`src/rtl/shift_mult_ctrl.sv`:
```
// Multi-cycle signed WIDTH x WIDTH shift-and-add multiplier sequencer with start/ready handshake.
// Optional macro EARLY_TERM_EN finishes as soon as the remaining multiplier bits are all zero.
module shift_mult_ctrl #(
    parameter int WIDTH = 32,
    parameter int CNT_W = 6
) (
    input  logic             clock,
    input  logic             reset,
    input  logic             ctrl_MULT,
    input  logic [WIDTH-1:0] data_operandA,
    input  logic [WIDTH-1:0] data_operandB,
    output logic [WIDTH-1:0] data_result,
    output logic             data_exception,
    output logic             data_resultRDY,
    output logic             busy
);

    localparam logic [1:0] S_IDLE = 2'd0;
    localparam logic [1:0] S_RUN  = 2'd1;
    localparam logic [1:0] S_DONE = 2'd2;

    localparam logic [CNT_W-1:0] LAST_ITER = CNT_W'(WIDTH - 1);

    logic [1:0]           state_reg;
    logic [CNT_W-1:0]     count_reg;
    logic [2*WIDTH-1:0]   mcand_reg;
    logic [2*WIDTH-1:0]   acc_reg;
    logic [WIDTH-1:0]     mplier_reg;
    logic [WIDTH-1:0]     result_reg;
    logic                 exc_reg;
    logic                 rdy_reg;

    logic                 last_iter;
    logic                 run_end;
    logic [2*WIDTH-1:0]   addend;
    logic [2*WIDTH-1:0]   acc_next;
    logic [WIDTH:0]       acc_upper;
    logic                 exc_next;

    assign last_iter = (count_reg == LAST_ITER);
    assign addend    = mplier_reg[0] ? mcand_reg : '0;
    // The multiplier MSB has negative weight, so the final partial product is subtracted.
    assign acc_next  = last_iter ? (acc_reg - addend) : (acc_reg + addend);

`ifdef EARLY_TERM_EN
    // Bits above the one consumed this cycle are zero: every later partial product is zero.
    assign run_end = last_iter || (mplier_reg[WIDTH-1:1] == '0);
`else
    assign run_end = last_iter;
`endif

    assign acc_upper = acc_reg[2*WIDTH-1:WIDTH-1];
    assign exc_next  = ~((acc_upper == '0) || (&acc_upper));

    always_ff @(posedge clock or posedge reset) begin
        if (reset) begin
            state_reg  <= S_IDLE;
            count_reg  <= '0;
            mcand_reg  <= '0;
            acc_reg    <= '0;
            mplier_reg <= '0;
            result_reg <= '0;
            exc_reg    <= 1'b0;
            rdy_reg    <= 1'b0;
        end else begin
            rdy_reg <= 1'b0;
            case (state_reg)
                S_IDLE: begin
                    if (ctrl_MULT) begin
                        mcand_reg  <= {{WIDTH{data_operandA[WIDTH-1]}}, data_operandA};
                        mplier_reg <= data_operandB;
                        acc_reg    <= '0;
                        count_reg  <= '0;
                        result_reg <= '0;
                        exc_reg    <= 1'b0;
                        state_reg  <= S_RUN;
                    end
                end
                S_RUN: begin
                    acc_reg    <= acc_next;
                    mcand_reg  <= {mcand_reg[2*WIDTH-2:0], 1'b0};
                    mplier_reg <= {1'b0, mplier_reg[WIDTH-1:1]};
                    count_reg  <= count_reg + 1'b1;
                    if (run_end) begin
                        state_reg <= S_DONE;
                    end
                end
                S_DONE: begin
                    result_reg <= acc_reg[WIDTH-1:0];
                    exc_reg    <= exc_next;
                    rdy_reg    <= 1'b1;
                    state_reg  <= S_IDLE;
                end
                default: begin
                    state_reg <= S_IDLE;
                end
            endcase
        end
    end

    assign data_result    = result_reg;
    assign data_exception = exc_reg;
    assign data_resultRDY = rdy_reg;
    assign busy           = (state_reg != S_IDLE);

endmodule

```
`config.mk`:
```
export PLATFORM = sky130hd
export DESIGN_NAME = shift_mult_ctrl
export DESIGN_NICKNAME = d
export VERILOG_FILES = /design/src/rtl/shift_mult_ctrl.sv
export SDC_FILE = /design/constraint.sdc
export NUM_CORES = 1
export LEC_CHECK = 0
export ABC_AREA = 1
export ABC_CLOCK_PERIOD_IN_PS = 7200
export CORE_MARGIN = 2
export CORE_UTILIZATION = 40
export DETAILED_ROUTE_END_ITERATION = 16
export GPL_TIMING_DRIVEN = 0
export PLACE_DENSITY_LB_ADDON = 0.05
export SETUP_SLACK_MARGIN = 0.3
export SKIP_CTS_REPAIR_TIMING = 1
export SLEW_MARGIN = 10
export SYNTH_ARGS = -nofsm -noshare
export SYNTH_HDL_FRONTEND = slang
export SYNTH_SLANG_ARGS = --single-unit
```
`constraint.sdc`:
```
create_clock -name clock -period 7.2 [get_ports clock]
set_input_delay 1.44 -clock clock [delete_from_list [all_inputs] [get_ports clock]]
set_output_delay 1.44 -clock clock [all_outputs]
set_load 0.02 [all_outputs]
```
== After elaboration in Yosys (flattened, before gate mapping) ==
Index checks and enable logic that the tools add are counted.

* Register bits after elaboration: 202

* Reduce and logical (&&, ||, !) cells: 10
* Add/sub/neg operators: 3
* Equality and inequality tests: 5
* Mux-type cells: 18
* Bitwise operators: 1

{| class="wikitable"
|+ Operator list
! cell !! count
|-
| $mux W64 || 4
|-
| $pmux W64 S2 || 2
|-
| $pmux W32 S2 || 2
|-
| $add A64 B64 Y64 || 1
|-
| $mux W32 || 2
|-
| $sub A64 B64 Y64 || 1
|-
| $logic_not A33 Y1 || 1
|-
| $reduce_and A33 Y1 || 1
|-
| $pmux W6 S2 || 1
|-
| $add A6 B1 Y6 const B || 1
|-
| $eq A6 B5 Y1 const B || 1
|-
| $mux W6 || 1
|-
| $reduce_and A2 Y1 || 3
|-
| $reduce_bool A2 Y1 || 3
|-
| $mux W2 || 2
|-
| $ne A2 B2 Y1 const B || 2
|-
| $pmux W2 S2 || 1
|-
| $eq A2 B1 Y1 const B || 1
|-
| $eq A2 B2 Y1 const B || 1
|-
| $logic_not A2 Y1 || 1
|-
| $mux W1 || 2
|-
| $pmux W1 S2 || 1
|-
| $logic_or A1 B1 Y1 || 1
|-
| $not A1 Y1 || 1
|}

== Logic depth before layout (Yosys ltp) ==
* Depth after elaboration: 4
* Depth in mapped cells: 29
* Mapped depth without buffers: 28

== Worst setup path before layout ==
Ideal clock, no wire load.

* Kind: reg2reg
* Start: reg count_reg[0]
* End: reg acc_reg[26]
* Library setup time: 0.130 ns
* Arrival time: 3.018 ns
* Cell stages (with the launch flop): 19
* Period minus slack after synthesis: 3.148 ns
* Slack: 4.052 ns
* Data required time: 7.070 ns
* Path through: dfrtp_1 ha_1 nand4_1 nor2_2 inv_1 buf_2 clkbuf_1 o21ai_0 xnor2_1 ha_1 nand2_1 inv_1 a21oi_1 nor2_1 o21bai_1 nand3_1 or2_2 nand3_1 o21ai_0

* Cells in the longest elaborated chain, start to end: 3

{| class="wikitable"
|+ RTL lines
! element !! line !! text
|-
| start: declaration || 25 || <nowiki>logic [CNT_W-1:0] count_reg;</nowiki>
|-
| start signal: assignment || 83 || <nowiki>count_reg <= count_reg + 1'b1;</nowiki>
|-
| $eq A6 B5 Y1 || 40 || <nowiki>assign last_iter = (count_reg == LAST_ITER);</nowiki>
|-
| $mux W64 || 43 || <nowiki>assign acc_next = last_iter ? (acc_reg - addend) : (acc_reg + addend);</nowiki>
|-
| $pmux W64 S2 || 67 || <nowiki>case (state_reg)</nowiki>
|-
| end signal: assignment || 80 || <nowiki>acc_reg <= acc_next;</nowiki>
|-
| end: declaration || 27 || <nowiki>logic [2*WIDTH-1:0] acc_reg;</nowiki>
|}

No other way between the ends.
A chain may end at the register's enable or synchronous reset.

== Worst setup path after layout ==
* Start: reg count_reg[0]
* End: reg acc_reg[47]

Same word-level chain as after synthesis.

==> flow_metrics.py <==
metrics = {
    "routing": {
        "final_antenna_net_count": 0,
        "remaining_drc_errors": 0,
        "drt_iter0_markers": 1321,
        "via_density_per_instance": 5.05,
        "detail_route.wl_per_cell_um": 18.2,
        "detailedRoute.firstPassIterationCount": 6,
        "detail_route.wirelength_um": 58900,
        "vias": 16400,
    },
    "synth": {
        "post_synth.cell_area_avg_um2": 6.21,
        "synth.largest_area_cell": "sky130_fd_sc_hd__dfrtp_1",
        "synth_nets": 2695,
        "ys_types": 41,
        "sequential_cell_area_fraction_in_the_yosys_report_pct": 31.8,
        "netlist_instances": 2562,
        "synth_top_cell_area_share_pct": 31.8,
        "ys_seq_elements": 202,
        "yosys-top-cells-area": "sky130_fd_sc_hd__dfrtp_1 (32%), sky130_fd_sc_hd__nand2_1 (22%), sky130_fd_sc_hd__inv_1 (9.7%)",
        "synthesis.area_mm2": 0.0159,
        "synth.yosys.warnings": 0,
    },
    "final_layout": {
        "finalNetCount": 2831,
        "layout-drive-gt1-share_pct": 4.12,
        "multiInputGateArea_mm2": 0.00898,
        "sequential_cell_area_mm2": 0.00505,
        "areaGrowthSynthToFinish_pct": 17.1,
        "antenna_cells_inserted": 0,
        "n_fill_cell": 4305,
        "final_cell_count_no_fill": 3242,
    },
    "placed_design": {
        "gp_congestion": 0.943,
        "detailed_place_hpwl_um": 49400,
        "post-place-cells": 3195,
        "io_buffers": 101,
    },
    "worst_setup_path": {
        "worstPathArrival_ns": 5.25,
        "critical-path-top-cell-by-count": "sky130_fd_sc_hd__nand2_1",
        "worst_ep_required_time_ns": 7.70,
        "critical_path.cell_chain": "ha_1, nand4_1, nor2_2, inv_1, buf_2, clkbuf_1, o21ai_0, xnor2_1, ha_1, nand2_1, inv_1, nand2_1, nand2_1, a21oi_1, nand2_1, nand2_1, nand2_1, nand2_1, nand2_1, nand2_1, nand3_1, nand2_1",
        "endpoint_kind": "flop",
        "timing.critical_path.slowest_cell_delay_ns": 0.49,
        "slowest_stage": "sky130_fd_sc_hd__clkbuf_1",
        "worstPathMaxFanout": 10,
        "setup.worst_path.class": "reg -> reg",
        "critPathLaunchType": "flop",
    },
    "outcome": {
        "status": "complete, no violations",
    },
    "sta": {
        "slew_viol_final": 0,
        "fin_tns_setup_ns": 0,
        "tightest_slew_ns": 1.09,
        "skew_ns": 0.0204,
        "grt_setup_unrepaired": "false",
        "timing.final.hold_violations": 0,
        "finalSetupViolCount": 0,
        "max_clock_freq_mhz": 210,
        "final.period_utilization_pct": 66.1,
        "timing.slew.headroom_pct": 27.6,
        "final.hold.worst_slack_ns": 0.491,
        "final_critical_path_time_including_i_o_delays_and_setup_ns": 4.76,
    },
    "floorplanning": {
        "die_area_mm2": 0.0414,
        "design.core.area_mm2": 0.0395,
        "ioPinCount": 102,
        "fp.dieW_um": 203,
        "initial_core_utilization_pct": 40.3,
        "placement_rows": 73,
        "die_h_um": 203,
    },
    "global_route": {
        "grt_pass1_wl_um": 91300,
        "antenna_found_initial": 0,
        "grtUsageTotal_pct": 28.9,
        "grt_pass1_vias": 15800,
        "globalRoute.totalOverflow": 0,
        "grt_max_degree": 39,
    },
    "hold_path": {
        "timing.hold.worst.class": "reg -> reg",
    },
    "clocking": {
        "clkSlewWorstSetupHoldPaths_ns": 0.06,
        "number_of_levels_in_the_clock_h_tree": 1,
        "clock_sink_count": 202,
        "tritoncts": "built",
        "clk_latency_ns": 0.58,
        "ctsLongestPathBuffers": 3,
        "clock_tree.root_cell": "sky130_fd_sc_hd__clkbuf_16",
        "cts_made_buffers": 26,
    },
    "flow_run": {
        "drv_cap": 0,
    },
}
==> layout by cell type, fill, tap and decap left out, drive strengths merged, types with 3 or more instances in the layout <==
cell type	Yosys	layout
nor3	27	27
nor4	9	9
nand2	953	953
ha	65	65
dfrtp	202	202
a31oi	3	3
a21oi	113	113
clkinv	1	6
o21bai	6	6
bufinv	0	4
a22o	3	3
nand3	201	201
or2	5	5
xnor2	29	29
clkdlybuf4s50	0	101
nor2	211	211
nand3b	9	9
clkinvlp	0	3
clkbuf	41	77
o21ai	111	111
a21boi	3	3
o32ai	3	3
inv	418	417
xor2	34	34
o22ai	43	43
buf	28	35
nand4	36	36
==> metrics by stage <==
stage / area [µm²] / utilization (%) / setup WS, ns
floorplan: 15900 / - / 3.14
global placement: 17600 / 44.6 / 1.30
detailed placement: 17700 / 44.9 / 2.54
CTS: 18600 / 47.2 / 2.50
global route: 18600 / 47.2 / 2.26
finish: 18600 / 47.2 / 2.44
==> worst max-delay path: cells and delay by family, from the launching register on <==
kind                     cells  cell delay [ns]
AO/OA/AOI/OAI                2             0.35
XOR/XNOR                     1             0.48
adder cells (fa/ha/maj)      2             0.63
buffers and inverters        4             1.07
flip-flops                   1             0.41
AND/OR/NAND/NOR             13             1.70
==> cells by family (layout without fill, tap and decap cells) <==
logic type / Yosys count / count (layout) / share of synthesized area [%]
flops: 202 / 202 / 31.8
compound gates: 289 / 289 / 9.95
simple gates: 1454 / 1454 / 37.8
fa+ha+maj: 66 / 66 / 5.24
xor+xnor: 63 / 63 / 3.47
buf+inv: 488 / 643 / 11.8
==> final cells by class <==
| type | count | area share (%) |
|---|---|---|
| clock inverters | 11 | 0.994 |
| plain buffers | 69 | 1.60 |
| multi-input cells | 1872 | 48.2 |
| repair buffers | 108 | 6.22 |
| inverters | 419 | 8.46 |
| clock buffers | 36 | 3.85 |
| flip-flops and latches | 202 | 27.1 |
| well taps | 525 | 3.53 |
==> path summary, 6_finish.rpt <==
kind	startpoint	slack, ns	end	depth (start not counted)
setup / recovery	count_reg[0]$_DFFE_PP0P_	2.44	acc_reg[47]$_DFFE_PP0P_	22
hold / removal	mcand_reg[63]$_DFFE_PP0P_	0.49	mcand_reg[63]$_DFFE_PP0P_	2
setup reg to reg	count_reg[0]$_DFFE_PP0P_	2.44	acc_reg[47]$_DFFE_PP0P_	22
hold reg to reg	mcand_reg[63]$_DFFE_PP0P_	0.49	mcand_reg[63]$_DFFE_PP0P_	2
max in group asynchronous	reset	4.66	mcand_reg[60]$_DFFE_PP0P_	7
min in group asynchronous	reset	1.15	data_result[11]$_DFFE_PP0P_	2
==> Yosys cell counts (all sizes together) <==
| master | number |
|---|---|
| a31oi | 3 |
| a22o | 3 |
| o32ai | 3 |
| inv | 418 |
| o21ai | 111 |
| and3 | 1 |
| xnor2 | 29 |
| o22ai | 43 |
| or2 | 5 |
| ha | 65 |
| dfrtp | 202 |
| o31ai | 1 |
| o21bai | 6 |
| o21a | 1 |
| buf | 28 |
| nand2 | 953 |
| nor3 | 27 |
| nor2 | 211 |
| a21oi | 113 |
| a21boi | 3 |
| and2 | 2 |
| nand3 | 201 |
| nor4 | 9 |
| clkinv | 1 |
| fa | 1 |
| nand4 | 36 |
| nand3b | 9 |
| xor2 | 34 |
| o211ai | 2 |
| clkbuf | 41 |
==> layer usage <==
metal | GRT usage, % | up-vias | wire length (µm)
met2 | 47.4 | 374 | 26700
met5 | 0 | - | 0
met3 | 3.00 | 69 | 2520
li1 | - | 8318 | -
met1 | 40.6 | 7609 | 28100
met4 | 7.59 | 0 | 1610
Power is left out: the tool's default activity adds up to more than one toggle a clock period on the data nets, which glitch-free logic cannot reach.
